==> config.mk <==
export PLATFORM = sky130hd
export DESIGN_NAME = psr_controller_flat
export DESIGN_NICKNAME = d
export VERILOG_FILES = /design/src/rtl/psr_controller_if.sv /design/src/rtl/psr_controller.sv /design/src/flat_wrapper.sv
export SDC_FILE = /design/constraint.sdc
export NUM_CORES = 1
export LEC_CHECK = 0
export ABC_AREA = 1
export CAP_MARGIN = 10
export CORE_ASPECT_RATIO = 0.6
export CORE_MARGIN = 2
export CORE_UTILIZATION = 29
export CTS_BUF_LIST = sky130_fd_sc_hd__clkbuf_4
export DETAILED_ROUTE_END_ITERATION = 8
export PLACE_DENSITY = 0.57
export SYNTH_ARGS = -nofsm -noshare
export SYNTH_HDL_FRONTEND = slang
export SYNTH_SLANG_ARGS = --single-unit
==> constraint.sdc <==
create_clock -name clock -period 2.5 [get_ports clock]
set_input_delay 0.375 -clock clock [delete_from_list [all_inputs] [get_ports clock]]
set_output_delay 0.375 -clock clock [all_outputs]
set_load 0.05 [all_outputs]
==> src/rtl/psr_controller_if.sv <==
// Bundle of decoder/ALU/branch-unit signals around the processor status register.
// The master side drives flag updates and stack commands; the slave side owns the flags.
interface psr_controller_if #(
    parameter int DEPTH_W = 3
);
    logic [4:0]         alu_flags;
    logic [4:0]         alu_flag_we;
    logic               psr_we;
    logic [4:0]         psr_wdata;
    logic               save;
    logic               restore;
    logic               clear_err;
    logic [3:0]         cond_code;
    logic [4:0]         flags_out;
    logic               cond_true;
    logic [DEPTH_W-1:0] stack_depth;
    logic               overflow_err;
    logic               underflow_err;

    modport master (
        output alu_flags, alu_flag_we, psr_we, psr_wdata,
        output save, restore, clear_err, cond_code,
        input  flags_out, cond_true, stack_depth, overflow_err, underflow_err
    );

    modport slave (
        input  alu_flags, alu_flag_we, psr_we, psr_wdata,
        input  save, restore, clear_err, cond_code,
        output flags_out, cond_true, stack_depth, overflow_err, underflow_err
    );
endinterface

==> src/rtl/psr_controller.sv <==
// Processor status flags {C,Z,L,F,N} with prioritised updates, an interrupt
// context stack (push/pop/swap) with sticky error bits, and condition evaluation.
module psr_controller #(
    parameter int DEPTH   = 4,
    parameter int DEPTH_W = 3
) (
    input  logic             clock,
    input  logic             reset_n,
    psr_controller_if.slave  bus
);
    localparam int                 IDX_W   = (DEPTH > 1) ? $clog2(DEPTH) : 1;
    localparam logic [DEPTH_W-1:0] DEPTH_V = DEPTH_W'(DEPTH);

    // Condition code table evaluated against {C,Z,L,F,N}.
    function automatic logic cond_eval(input logic [3:0] cc, input logic [4:0] f);
        logic c, z, l, fl, n, r;
        c  = f[4];
        z  = f[3];
        l  = f[2];
        fl = f[1];
        n  = f[0];
        case (cc)
            4'b0000: r = z;
            4'b0001: r = ~z;
            4'b0010: r = c;
            4'b0011: r = ~c;
            4'b0100: r = l;
            4'b0101: r = ~l;
            4'b0110: r = n;
            4'b0111: r = ~n;
            4'b1000: r = fl;
            4'b1001: r = ~fl;
            4'b1010: r = ~l & ~z;
            4'b1011: r = l | z;
            4'b1100: r = ~n & ~z;
            4'b1101: r = n | z;
            4'b1110: r = 1'b1;
            4'b1111: r = 1'b0;
            default: r = 1'b0;
        endcase
        return r;
    endfunction

    logic [4:0]         flags_q, flags_d;
    logic [DEPTH_W-1:0] depth_q, depth_d;
    logic               ovf_q, ovf_d;
    logic               udf_q, udf_d;
    logic [4:0]         stack_q [DEPTH];

    logic               empty_s, full_s, pop_ok_s;
    logic               push_s, pop_s, swap_s;
    logic               ovf_set_s, udf_set_s;
    logic               wr_en_s;
    logic [IDX_W-1:0]   top_idx_s, wr_idx_s;
    logic [4:0]         top_s;

    // Stack command decode, flag next-state priority and error bookkeeping.
    always_comb begin
        empty_s   = (depth_q == {DEPTH_W{1'b0}});
        full_s    = (depth_q >= DEPTH_V);
        top_idx_s = IDX_W'(depth_q - DEPTH_W'(1));
        top_s     = stack_q[top_idx_s];
        pop_ok_s  = bus.restore & ~empty_s;

        // Save+restore on an empty stack degrades to a plain save.
        swap_s    = bus.save & pop_ok_s;
        push_s    = bus.save & ~pop_ok_s & ~full_s;
        pop_s     = pop_ok_s & ~bus.save;
        ovf_set_s = bus.save & ~pop_ok_s & full_s;
        udf_set_s = bus.restore & empty_s;

        if (pop_ok_s) begin
            flags_d = top_s;
        end else if (bus.psr_we) begin
            flags_d = bus.psr_wdata;
        end else begin
            flags_d = (flags_q & ~bus.alu_flag_we) | (bus.alu_flags & bus.alu_flag_we);
        end

        if (push_s) begin
            depth_d = depth_q + DEPTH_W'(1);
        end else if (pop_s) begin
            depth_d = depth_q - DEPTH_W'(1);
        end else begin
            depth_d = depth_q;
        end

        wr_en_s = push_s | swap_s;
        if (push_s) begin
            wr_idx_s = IDX_W'(depth_q);
        end else begin
            wr_idx_s = top_idx_s;
        end

        ovf_d = ovf_set_s | (ovf_q & ~bus.clear_err);
        udf_d = udf_set_s | (udf_q & ~bus.clear_err);
    end

    // Flag, depth and sticky error registers.
    always_ff @(posedge clock or negedge reset_n) begin
        if (!reset_n) begin
            flags_q <= 5'b00000;
            depth_q <= {DEPTH_W{1'b0}};
            ovf_q   <= 1'b0;
            udf_q   <= 1'b0;
        end else begin
            flags_q <= flags_d;
            depth_q <= depth_d;
            ovf_q   <= ovf_d;
            udf_q   <= udf_d;
        end
    end

    // Context storage; a push or swap always stores the pre-update flags.
    always_ff @(posedge clock or negedge reset_n) begin
        if (!reset_n) begin
            for (int i = 0; i < DEPTH; i++) begin
                stack_q[i] <= 5'b00000;
            end
        end else if (wr_en_s) begin
            stack_q[wr_idx_s] <= flags_q;
        end else begin
            stack_q[wr_idx_s] <= stack_q[wr_idx_s];
        end
    end

    assign bus.flags_out     = flags_q;
    assign bus.stack_depth   = depth_q;
    assign bus.overflow_err  = ovf_q;
    assign bus.underflow_err = udf_q;
    assign bus.cond_true     = cond_eval(bus.cond_code, flags_q);
endmodule

==> src/flat_wrapper.sv <==
// flat-port wrapper written by rule: the top's interface ports become plain ports
module psr_controller_flat 
#(
    parameter int DEPTH   = 4,
    parameter int DEPTH_W = 3
)
  (clock, reset_n, bus_alu_flags, bus_alu_flag_we, bus_psr_we, bus_psr_wdata, bus_save, bus_restore, bus_clear_err, bus_cond_code, bus_flags_out, bus_cond_true, bus_stack_depth, bus_overflow_err, bus_underflow_err);
  psr_controller_if #(.DEPTH_W(DEPTH_W)) bus_i ();
  input  logic clock;
  input  logic reset_n;
  input wire logic [$bits(bus_i.alu_flags)-1:0] bus_alu_flags;
  input wire logic [$bits(bus_i.alu_flag_we)-1:0] bus_alu_flag_we;
  input wire logic [$bits(bus_i.psr_we)-1:0] bus_psr_we;
  input wire logic [$bits(bus_i.psr_wdata)-1:0] bus_psr_wdata;
  input wire logic [$bits(bus_i.save)-1:0] bus_save;
  input wire logic [$bits(bus_i.restore)-1:0] bus_restore;
  input wire logic [$bits(bus_i.clear_err)-1:0] bus_clear_err;
  input wire logic [$bits(bus_i.cond_code)-1:0] bus_cond_code;
  output wire logic [$bits(bus_i.flags_out)-1:0] bus_flags_out;
  output wire logic [$bits(bus_i.cond_true)-1:0] bus_cond_true;
  output wire logic [$bits(bus_i.stack_depth)-1:0] bus_stack_depth;
  output wire logic [$bits(bus_i.overflow_err)-1:0] bus_overflow_err;
  output wire logic [$bits(bus_i.underflow_err)-1:0] bus_underflow_err;
  assign bus_i.alu_flags = bus_alu_flags;
  assign bus_i.alu_flag_we = bus_alu_flag_we;
  assign bus_i.psr_we = bus_psr_we;
  assign bus_i.psr_wdata = bus_psr_wdata;
  assign bus_i.save = bus_save;
  assign bus_i.restore = bus_restore;
  assign bus_i.clear_err = bus_clear_err;
  assign bus_i.cond_code = bus_cond_code;
  assign bus_flags_out = bus_i.flags_out;
  assign bus_cond_true = bus_i.cond_true;
  assign bus_stack_depth = bus_i.stack_depth;
  assign bus_overflow_err = bus_i.overflow_err;
  assign bus_underflow_err = bus_i.underflow_err;
  psr_controller #(.DEPTH(DEPTH), .DEPTH_W(DEPTH_W)) u_core (.clock(clock), .reset_n(reset_n), .bus(bus_i));
endmodule
==> flow_summary.toml, run 1 <==
[setup_path]
rrSetupSlack_ns = 0.47
worstPathRequired_ns = 2.12
rr_worst_depth = 9
worst-setup-path-type = "in -> out"
r2r_start = "u_core.bus.stack_depth[1]"
cp-end-kind = "primary output"
arrival_ns = 1.93
reg2reg_to = "u_core.stack_q[8]"
crit_fanout = 5
start_kind = "primary input"

[finish]
final_util_pct = 38.18
drive_gt1_share_pct = 8.333
fin_nets = 387
num_antenna_cells = 0
area_growth_pct = 24.63

[synthesis]
ys_warn_count = 0
ys_seq_elements = 30
ys_seq_area_share_pct = 35.78
synth_edf_count = 0
netlist_top_cells_area = "dfrtp_1, nand2_1, inv_1, nand3_1, o21ai_0"
ys_types = 29
syn_nets = 348
yosysTopAreaCell = "dfrtp_1"
async_flop_share_pct = 100.0
syn_inst = 320
synth_top_flop_cell = "dfrtp_1"
synth_top_area_share_pct = 35.78
syn_area_um2 = 2098
avgSynthCellArea_um2 = 6.557

[clocking]
cts_tree = "built"
clk-insertion-delay-late_ns = 0.35
clkTransAtPathRegs_ns = 0.11
post-cts-setup-buffer-count = 0
htreeDepth = 2
cts_resized = 0
cts_made_buffers = 5
ctsHoldBuffers = 0
clock-sinks = 30
root_buffer = "clkbuf_4"
clockBufferDepth = 2

[place]
numPortBuffers = 35
dp_hpwl_mm = 4.422
gp_congestion = 0.8433

[global_routing]
antenna_found_initial = 0
gr-total-overflow = 0
grt_max_degree = 31
grtUsageTotal_pct = 15.76
grt_pass1_wl_mm = 9.853
first_global_vias = 1969

[pwr]
cellPowerDensity_nw_per_um2 = 1473
power_uw = 3851
p_leak_uw = 0.001358
vdd_ir_drop_max_uv = 430.3

[timing]
maxSlewHeadroom_pct = 66.59
fmax_ghz = 0.4343
min_period_ns = 2.302
tightest_slew_ns = 0.4996
finalSetupTns_ns = 0
fin_skew_ns = 0.01188
drv_slew = 0
finalHoldViolCount = 0
hold-worst-slack_ns = 0.3975
finalCritPeriodShare_pct = 92.10
rsz0062_at_grt = "no"
setup_viol = 0

[routing]
antenna_left = 0
finalWirelength_mm = 5.998
dr.pass1.iters = 5
vias = 2138
drt_iter0_markers = 117
drc = 0
wl_per_cell_um = 13.42
avgViaCountPerCell = 4.783

[die]
pin_count = 36
num_rows = 23
die_height_um = 69.89
design.core.area_um2 = 6849
die-width_um = 113.8
initial_core_util_pct = 30.64
die-area_um2 = 7955

[run]
maxCapViolCount = 0

[min_path]
worst_hold_path_type = "in -> async"

[run_status]
outcome = "completed"
placed cells by master, fill, tap and decap left out:
cell and instances:
buf_12 1, inv_2 1, buf_4 4, nor2_1 32
clkbuf_4 5, and3_1 1, o22ai_1 3, nand3_1 28
o21ai_4 1, dfrtp_1 30, or2_2 1, clkinv_1 3
a32oi_1 1, a21oi_1 12, inv_4 3, nand4_1 2
inv_1 38, o211ai_1 1, nand4_2 1, o2111ai_1 1
xor2_1 1, nand2_1 109, mux2i_1 5, o21ai_0 25
nand2_2 11, nand3_4 1, nor3_1 1, ha_1 3
clkdlybuf4s50_1 34, nand2_4 1
layout make-up:
cell class              instances  area [um^2]
fillers                       729         4234
multi-input cells             241         1151
flip-flops and latches         30        750.7
repair buffers                 39        390.4
inverters                      42        165.2
well taps                      87        108.9
clock buffers                   5        37.54
clock inverters                 3        11.26
cell families after synthesis:
kind of cell,Yosys count,synth area share (%)
buffers and inverters,49,9.362
XOR/XNOR,1,0.4175
multiplexers,5,2.385
AND/OR/NAND/NOR,188,38.58
flip-flops,30,35.78
AO/OA/AOI/OAI,44,11.69
adder cells (fa/ha/maj),3,1.789
power breakdown:
group / internal (uW) / switching (uW) / total [uW] / leakage [uW]
Sequential: 738 / 203 / 942 / 0.000368
Combinational: 856 / 1770 / 2620 / 0.000962
Clock: 100 / 187 / 287 / 0.0000277
cell usage after synthesis (2+ instances only):
cell type  instances
clkbuf_1           4
nand3_1           28
ha_1               3
mux2i_1            5
nand2_1          109
inv_4              3
nand4_1            2
dfrtp_1           30
o22ai_1            3
o21ai_0           25
inv_1             38
nor2_1            32
nand2_2           11
a21oi_1           12
per-stage QoR:
| stage | setup slack [ns] | area [um^2] | std cells |
|---|---|---|---|
| finish | 0.1976 | 2615 | 447 |
| CTS | 0.2045 | 2615 | 447 |
| floorplan | 0.3428 | 2098 | 320 |
| global placement | 0.2463 | 2566 | 439 |
| global route | 0.08842 | 2615 | 447 |
| detailed placement | 0.2091 | 2566 | 439 |
layer usage:
metal  track usage (%)  wire length (um)
met5                 0                 0
met4             3.930                46
met3             4.601               377
met2             21.82              2391
met1             23.67              3183
worst max path at each step:
stage / startpoint / end / slack, ns / depth (start not counted)
final: bus_cond_code[2] / bus_cond_true / 0.20 / 8
after global placement: bus_cond_code[2] / bus_cond_true / 0.25 / 8
after CTS: bus_cond_code[2] / bus_cond_true / 0.20 / 8
after detailed placement: bus_cond_code[2] / bus_cond_true / 0.21 / 8
after floorplan: u_core.bus.stack_depth[0] / u_core.stack_q[3] / 0.34 / 13
after global routing: bus_cond_code[2] / bus_cond_true / 0.09 / 8
worst max-delay path, stage by stage:
cell and delay, ns:
clkdlybuf4s50_1 0.55, inv_1 0.06, or2_2 0.30, nor2_1 0.09, o21ai_0 0.10, and3_1 0.17, nand4_1 0.13, buf_12 0.15
(Power assumes the default switching activity.)
==> run 2: changes to the inputs <==
Settings changed: SLEW_MARGIN set to 10.
==> results of run 2 <==
No change in the layout: final DEF, timing and power equal those of run 1.
